**src/rtl/seq_match_sched.sv**
```systemverilog
// Two-requester round-robin scheduler that serially scans the granted word for "101" (overlapping).
// Latency: gnt one cycle after the request is seen in IDLE; done W+1 cycles after gnt. No backpressure: requests are only honoured in IDLE.
module seq_match_sched #(
    parameter int W = 8
) (
    input  logic              clk,
    input  logic              reset,
    input  logic              req0,
    input  logic              req1,
    input  logic [W-1:0]      data0,
    input  logic [W-1:0]      data1,
    output logic              gnt0,
    output logic              gnt1,
    output logic              busy,
    output logic              done,
    output logic              done_id,
    output logic [$clog2(W):0] match_cnt
);
    localparam int CW = $clog2(W) + 1;

    typedef enum logic [1:0] {IDLE, SHIFT, DONE} state_t;
    typedef enum logic [1:0] {S0, S1, S2} det_t;

    state_t         state_q, state_d;
    det_t           det_q, det_d;
    logic [W-1:0]   sh_q, sh_d;
    logic [CW-1:0]  bcnt_q, bcnt_d;
    logic [CW-1:0]  cnt_q, cnt_d;
    logic           last_q, last_d;
    logic           gnt0_q, gnt0_d;
    logic           gnt1_q, gnt1_d;
    logic           done_q, done_d;
    logic           id_q, id_d;
    logic           pick1;
    logic           cur_bit;

    always_comb begin
        state_d = state_q;
        det_d   = det_q;
        sh_d    = sh_q;
        bcnt_d  = bcnt_q;
        cnt_d   = cnt_q;
        last_d  = last_q;
        id_d    = id_q;
        gnt0_d  = 1'b0;
        gnt1_d  = 1'b0;
        done_d  = 1'b0;
        // Requester 1 wins a tie only if requester 0 had the previous grant.
        pick1   = req1 && (!req0 || !last_q);
        cur_bit = sh_q[W-1];
        case (state_q)
            IDLE: begin
                if (req0 || req1) begin
                    gnt0_d  = !pick1;
                    gnt1_d  = pick1;
                    last_d  = pick1;
                    id_d    = pick1;
                    sh_d    = pick1 ? data1 : data0;
                    bcnt_d  = '0;
                    cnt_d   = '0;
                    det_d   = S0;
                    state_d = SHIFT;
                end
            end
            SHIFT: begin
                sh_d   = {sh_q[W-2:0], 1'b0};
                bcnt_d = bcnt_q + CW'(1);
                case (det_q)
                    S0:      det_d = cur_bit ? S1 : S0;
                    S1:      det_d = cur_bit ? S1 : S2;
                    S2:      det_d = cur_bit ? S1 : S0;
                    default: det_d = S0;
                endcase
                if (det_q == S2 && cur_bit) begin
                    cnt_d = cnt_q + CW'(1);
                end
                if (bcnt_q == CW'(W - 1)) begin
                    state_d = DONE;
                end
            end
            DONE: begin
                done_d  = 1'b1;
                state_d = IDLE;
            end
            default: state_d = IDLE;
        endcase
    end

    always_ff @(posedge clk or negedge reset) begin
        if (!reset) begin
            state_q <= IDLE;
            det_q   <= S0;
            sh_q    <= '0;
            bcnt_q  <= '0;
            cnt_q   <= '0;
            last_q  <= 1'b1;
            id_q    <= 1'b0;
            gnt0_q  <= 1'b0;
            gnt1_q  <= 1'b0;
            done_q  <= 1'b0;
        end else begin
            state_q <= state_d;
            det_q   <= det_d;
            sh_q    <= sh_d;
            bcnt_q  <= bcnt_d;
            cnt_q   <= cnt_d;
            last_q  <= last_d;
            id_q    <= id_d;
            gnt0_q  <= gnt0_d;
            gnt1_q  <= gnt1_d;
            done_q  <= done_d;
        end
    end

    assign gnt0      = gnt0_q;
    assign gnt1      = gnt1_q;
    assign busy      = (state_q != IDLE);
    assign done      = done_q;
    assign done_id   = id_q;
    assign match_cnt = cnt_q;

endmodule

```
**config.mk**
```make
export PLATFORM = sky130hd
export DESIGN_NAME = seq_match_sched
export DESIGN_NICKNAME = d
export VERILOG_FILES = /design/src/rtl/seq_match_sched.sv
export SDC_FILE = /design/constraint.sdc
export NUM_CORES = 1
export LEC_CHECK = 0
export ABC_AREA = 1
export CORE_MARGIN = 3
export CORE_UTILIZATION = 49
export CTS_CLUSTER_DIAMETER = 30
export DETAILED_ROUTE_END_ITERATION = 10
export MAX_ROUTING_LAYER = met4
export PLACE_DENSITY = 0.88
export SLEW_MARGIN = 30
export SYNTH_ARGS = -nofsm -noshare
export SYNTH_HDL_FRONTEND = slang
export SYNTH_SLANG_ARGS = --single-unit
```
**constraint.sdc**
```tcl
create_clock -name clk -period 1.4 [get_ports clk]
set_clock_uncertainty 0.15 [all_clocks]
set_input_delay 0.28 -clock clk [delete_from_list [all_inputs] [get_ports clk]]
set_output_delay 0.28 -clock clk [all_outputs]
set_load 0.01 [all_outputs]
```
==> flow_metrics.tcl, run 1 <==
set metrics [dict create \
    routabilityCongestion 0.784 \
    syn_nets 179 \
    grt_max_degree 18 \
    synth_cells 157 \
    firstDrtPassIters 4 \
    die_x_microns 57.4 \
    port_buffers 28 \
    synthTopCellsByArea "dfrtp_1 46%, nand2_1 12%, nand3_1 8.5%, inv_1 5.5%, nand3b_1 4.1%" \
    switching_share_pct 42.8 \
    fmax_mhz 683 \
    drive_gt1_share_pct 28.7 \
    cts.sinks 25 \
    cap_violations 0 \
    fillers 147 \
    synthArstFlopShare_pct 100 \
    worstMarginPinSlew_ns 0.281 \
    die_h_microns 57.4 \
    initialDrtViolationCount 44 \
    p_leak_nw 0.899 \
    ys_types 23 \
    start_kind "flop" \
    viasPerCell 5.30 \
    cts_buffer_depth 2 \
    numCtsBuffers 3 \
    start_util_pct 54.8 \
    synth_area_per_cell_sq_um 8.24 \
    io_pins 29 \
    comb_power_share_pct 54.3 \
    placementRows 17 \
    vias 1256 \
    drt_wl_total_microns 3130 \
    cp.required_ns 0.97 \
    cts_root_buf "clkbuf_4" \
    grt_antenna_before_repair 0 \
    internal_power_w 0.00195 \
    grt_remaining_overflow 0 \
    whs_ns 0.107 \
    ys_seq_area_share_pct 48.5 \
    crit_arrival_ns 1.03 \
    hold_class "input port to asynchronous set/reset pin" \
    wl_per_cell_microns 13.2 \
    antennaDiodeCount 0 \
    cp_max_fo 2 \
    nets 232 \
    die_area_sq_um 3290 \
    relSlewSlack_pct 81.2 \
    yosysTopAreaCellShare_pct 46.4 \
    placed_area_sq_um 1710 \
    setup_viol_count_final 13 \
    synthMostInstantiatedCell "nand2_1" \
    min_period_ns 1.46 \
    criticalPathCategory "flop to output pin" \
    hold_viol_final 0 \
    final_core_utilization_pct 77.5 \
    seqPwrFrac_pct 36.7 \
    ir_drop_mv 1.33 \
    clkTransAtPathRegs_ns 0.12 \
    dpl_worst_slack_ns -0.261 \
    dp_hpwl_microns 2170 \
    p_sw_w 0.00146 \
    p_clk_share_pct 9.0 \
    areaGrowthSynthToFinish_pct 41.4 \
    synth-edff-count 0 \
    synth-main-ff-cell "dfrtp_1" \
    drc 0 \
    timing.final.max_slew_violations 0 \
    worst_slack_ns -0.0647 \
    synth_top_area_cell "dfrtp_1" \
    finalCritPeriodShare_pct 105 \
    syn_area_sq_um 1290 \
    status "finished with violations" \
    ant_nets 0 \
    violations "setup timing" \
    stdcell_area_sq_um 1830 \
    yosys_register_bits 25 \
    grt_pass1_wl_microns 5100 \
    end_kind "output pin" \
    clk_latency_ns 0.31 \
    p_per_area_nw_per_um2 1860 \
    htreeDepth 1 \
    synth.yosys.warnings 0 \
    hold_buffers 0 \
    grt_usage_pct 20.3 \
    r2r_start "state_q[1]" \
    rsz0062_at_grt "true" \
    grt_pass1_vias 1183 \
    tritoncts "built" \
    cp-startpoint "state_q[0]" \
    core_sq_um 2360 \
    synth.top_cells.by_count "43 x nand2_1, 24 x dfrtp_1, 22 x nand3_1" \
]
cell families after synthesis:
family	after synthesis	synth area share, %
fa+ha+maj	2	1.93
simple gates	90	33.7
flops	25	48.5
buf+inv	25	8.51
compound gates	15	7.45
critical path, stage by stage (launching register included):
cell,delay (ns)
dfrtp_1,0.43
nor2_4,0.14
inv_2,0.05
buf_6,0.11
final timing paths:
path	slack (ns)	end	cells past startpoint
worst max-delay path	-0.06	busy	3
worst min-delay path	0.11	match_cnt[3]	2
worst max register to register	-0.05	sh_q[2]	7
worst min register to register	0.34	last_q	2
max in group asynchronous	0.77	sh_q[2]	2
min in group clk	0.34	last_q	2
repair_timing:
action | CTS | global route
gates cloned | 0 | 0
pin swaps | 2 | 3
setup endpoints to repair | 15 | 24
gates resized for setup | 21 | 27
setup buffers | 4 | 2
power by group through the flow:
stage	clock network, W	logic [W]	registers [W]
2_1_floorplan	0	0.000920	0.00124
6_report	0.000307	0.00185	0.00125
4_1_cts	0.000313	0.00162	0.00123
3_5_place_dp	0	0.00156	0.00124
5_1_grt	0.000350	0.00203	0.00128
3_3_place_gp	0	0.00148	0.00122
state kept, by name, indices dropped and copies added, names as in the netlist:
signal	count
done_id	1
det_q	2
done	1
gnt0	1
gnt1	1
bcnt_q	4
sh_q	8
match_cnt	4
state_q	2
last_q	1
cell type report:
| type | count | area, sq um | share of cell area, % |
|---|---|---|---|
| flip-flops and latches | 25 | 627 | 34.3 |
| multi-input cells | 107 | 618 | 33.8 |
| repair buffers | 50 | 429 | 23.5 |
| inverters | 23 | 93.8 | 5.13 |
| well taps | 28 | 35.0 | 1.92 |
| clock buffers | 4 | 26.3 | 1.44 |
cell usage in the layout (no fill, tap or decap), types with 2 or more instances in the layout:
| cell type | Yosys | layout |
|---|---|---|
| inv_1 | 19 | 18 |
| nand3_1 | 22 | 18 |
| o21ai_2 | 2 | 3 |
| buf_4 | 1 | 20 |
| o21ai_4 | 1 | 2 |
| nand3_2 | 0 | 4 |
| clkdlybuf4s50_1 | 0 | 19 |
| inv_2 | 3 | 3 |
| o21ai_1 | 3 | 3 |
| nand3b_1 | 7 | 7 |
| buf_6 | 1 | 3 |
| dfrtp_1 | 24 | 24 |
| clkbuf_4 | 0 | 3 |
| a21oi_1 | 4 | 3 |
| nor2_4 | 3 | 4 |
| o22ai_1 | 2 | 2 |
| nand2_2 | 3 | 5 |
| nor2_1 | 9 | 7 |
| clkdlybuf4s15_1 | 0 | 3 |
| nand2_1 | 43 | 41 |
| clkbuf_2 | 0 | 4 |
layer usage:
layer  wire [microns]  global-route usage [%]  vias up
li1                 -                       -      608
met1             1190                    23.1      586
met2             1690                    35.8       58
met3              204                    2.71        4
met4               46                    7.28        0
met5                0                       -        -
through the flow:
stage | setup TNS, ns | std cells | total power (W)
2_1_floorplan | 0 | 157 | 0.00216
3_3_place_gp | -3.42 | 227 | 0.00270
3_5_place_dp | -4.51 | 227 | 0.00279
4_1_cts | -0.0752 | 235 | 0.00316
5_1_grt | -1.44 | 237 | 0.00367
6_report | -0.343 | 237 | 0.00340
(Power assumes the default switching activity.)
==> run 2, diff against run 1 <==
- CORE_UTILIZATION: 49 -> 51
- CTS_BUF_LIST: not set -> sky130_fd_sc_hd__clkbuf_2 sky130_fd_sc_hd__clkbuf_4 sky130_fd_sc_hd__clkbuf_8
- PLACE_DENSITY: 0.88 -> 0.91
==> run 2 against run 1 <==
  * The flow still finishes with violations (setup timing)
  * Maximum frequency decreased by 0.30%
  * Routed wire length decreased by 0.93%
  * Clock-buffer cell count decreased by 1
  * Global-route usage decreased by 0.23 points
  * Critical path type unchanged
  * Clock power increased by 6.8%
  * Total power decreased by 3.2%
  * Sequential power about the same
  * Non-clock buffer count decreased by 6
  * Die area decreased by 3.5%
  * Critical endpoint unchanged
  * Largest cell class is now multi-input combinational cells
  * Register-to-register slack about the same
  * Via count decreased by 3.2%
==> flow_metrics.tcl, run 2 (synthesized netlist as in run 1, its figures left out) <==
set metrics [dict create \
    p_sw_w 0.00144 \
    grt_pass1_wl_microns 4870 \
    grt_busiest_layer "met2" \
    viasPerCell 5.26 \
    clk_latency_ns 0.32 \
    start_util_pct 55.8 \
    p_leak_nw 0.887 \
    drive_gt1_share_pct 30.0 \
    tritoncts "built" \
    min_period_ns 1.47 \
    multi_input_area_sq_um 638 \
    cts_buffer_depth 2 \
    ir_drop_mv 1.27 \
    hold_buffers 0 \
    core_sq_um 2320 \
    crit_arrival_ns 1.04 \
    drc 0 \
    wl_per_cell_microns 13.4 \
    largest_register "sh_q" \
    seqPwrFrac_pct 37.8 \
    grt_antenna_before_repair 0 \
    numCtsBuffers 3 \
    clkTransAtPathRegs_ns 0.14 \
    grt_usage_pct 20.0 \
    die_h_microns 56.4 \
    largest_reg_flops 8 \
    nets 226 \
    vias 1216 \
    areaGrowthSynthToFinish_pct 38.8 \
    worst_slack_ns -0.0690 \
    port_buffers 28 \
    hold_viol_final 0 \
    grt_pass1_vias 1166 \
    antennaDiodeCount 0 \
    switching_share_pct 43.6 \
    cts_root_buf "clkbuf_4" \
    finalCritPeriodShare_pct 105 \
    firstDrtPassIters 4 \
    criticalPathCategory "flop to output pin" \
    p_clk_share_pct 10.0 \
    cap_violations 0 \
    initialDrtViolationCount 47 \
    worstPathCellList "nor2_4, inv_2, buf_6" \
    cts.sinks 25 \
    placed_area_sq_um 1710 \
    cp.required_ns 0.97 \
    final_core_utilization_pct 77.4 \
    drt_wl_total_microns 3100 \
    grt_max_degree 26 \
    die_x_microns 56.4 \
    fillers 149 \
    start_kind "flop" \
    status "finished with violations" \
    p_per_area_nw_per_um2 1840 \
    dpl_worst_slack_ns -0.229 \
    setup_viol_count_final 3 \
    stdcell_area_sq_um 1800 \
    crit_path_top_delay_cell "dfrtp_1" \
    die_area_sq_um 3180 \
    placementRows 17 \
    htreeDepth 1 \
    routabilityCongestion 0.819 \
    grt_remaining_overflow 0 \
    met1_usage_pct 22.4 \
    fmax_mhz 681 \
    relSlewSlack_pct 81.9 \
    comb_power_share_pct 52.3 \
    final_common_cell "nand2_1" \
    slowest_delay_ns 0.43 \
    final_cell_mix "43 x nand2_1, 24 x dfrtp_1, 19 x inv_1, 19 x clkdlybuf4s50_1, 15 x buf_4" \
    hold_class "input port to asynchronous set/reset pin" \
    rsz0062_at_grt "true" \
    io_pins 29 \
    end_kind "output pin" \
    worstMarginPinSlew_ns 0.271 \
    use_met3_pct 5.52 \
    seq_area_sq_um 627 \
    dp_hpwl_microns 2240 \
    cp_max_fo 2 \
    ant_nets 0 \
    met2_usage_pct 35.1 \
    timing.final.max_slew_violations 0 \
    violations "setup timing" \
    internal_power_w 0.00186 \
]
## run 2: power groups by stage
stage / clock network [W] / logic [W] / registers (W)
after CTS: 0.000326 / 0.00156 / 0.00122
after global placement: 0 / 0.00147 / 0.00122
final: 0.000328 / 0.00172 / 0.00124
after global routing: 0.000365 / 0.00191 / 0.00127
after detailed placement: 0 / 0.00155 / 0.00123
after floorplan: 0 / 0.000920 / 0.00124
## run 2: worst paths after layout
kind,start,to,slack (ns),depth (start not counted)
worst min register to register,last_q,last_q,0.34,2
min in group clk,last_q,last_q,0.34,2
worst max-delay path,state_q[0],busy,-0.07,3
worst max register to register,state_q[0],sh_q[3],-0.04,6
max in group asynchronous,reset,last_q,0.72,2
worst min-delay path,reset,det_q[1],0.15,2
## run 2: routing by layer
layer	routed length (microns)	vias up
li1	-	597
met1	1250	570
met2	1630	45
met3	197	4
met4	21	0
met5	0	-
## run 2: cell type report
class | count | area share [%]
clock buffer | 3 | 1.25
multi-input combinational | 107 | 35.5
sequential | 25 | 34.9
tap | 28 | 1.95
inverter | 23 | 5.23
clock inverter | 1 | 0.279
timing repair buffer | 44 | 20.8
## run 2: timing repair
action / 4_1_cts / 5_1_grt
pin swaps: 1 / 10
buffers inserted: 1 / 2
endpoints found under the setup margin: 9 / 21
gates cloned: 0 / 0
resized for setup: 23 / 28
## run 2: per-stage QoR
| stage | std cells | TNS [ns] | hold WS [ns] | power, W |
|---|---|---|---|---|
| 2_1_floorplan | 157 | 0 | -0.166 | 0.00216 |
| 3_3_place_gp | 225 | -3.30 | 0.310 | 0.00269 |
| 3_5_place_dp | 225 | -4.46 | 0.313 | 0.00279 |
| 4_1_cts | 230 | -0.175 | 0.156 | 0.00311 |
| 5_1_grt | 231 | -0.797 | 0.137 | 0.00355 |
| 6_report | 231 | -0.120 | 0.146 | 0.00330 |
## run 2: critical path: cells and delay by family, from the launching register on
| kind | cells | cell delay [ns] |
|---|---|---|
| buf+inv | 2 | 0.16 |
| flops | 1 | 0.43 |
| simple gates | 1 | 0.13 |
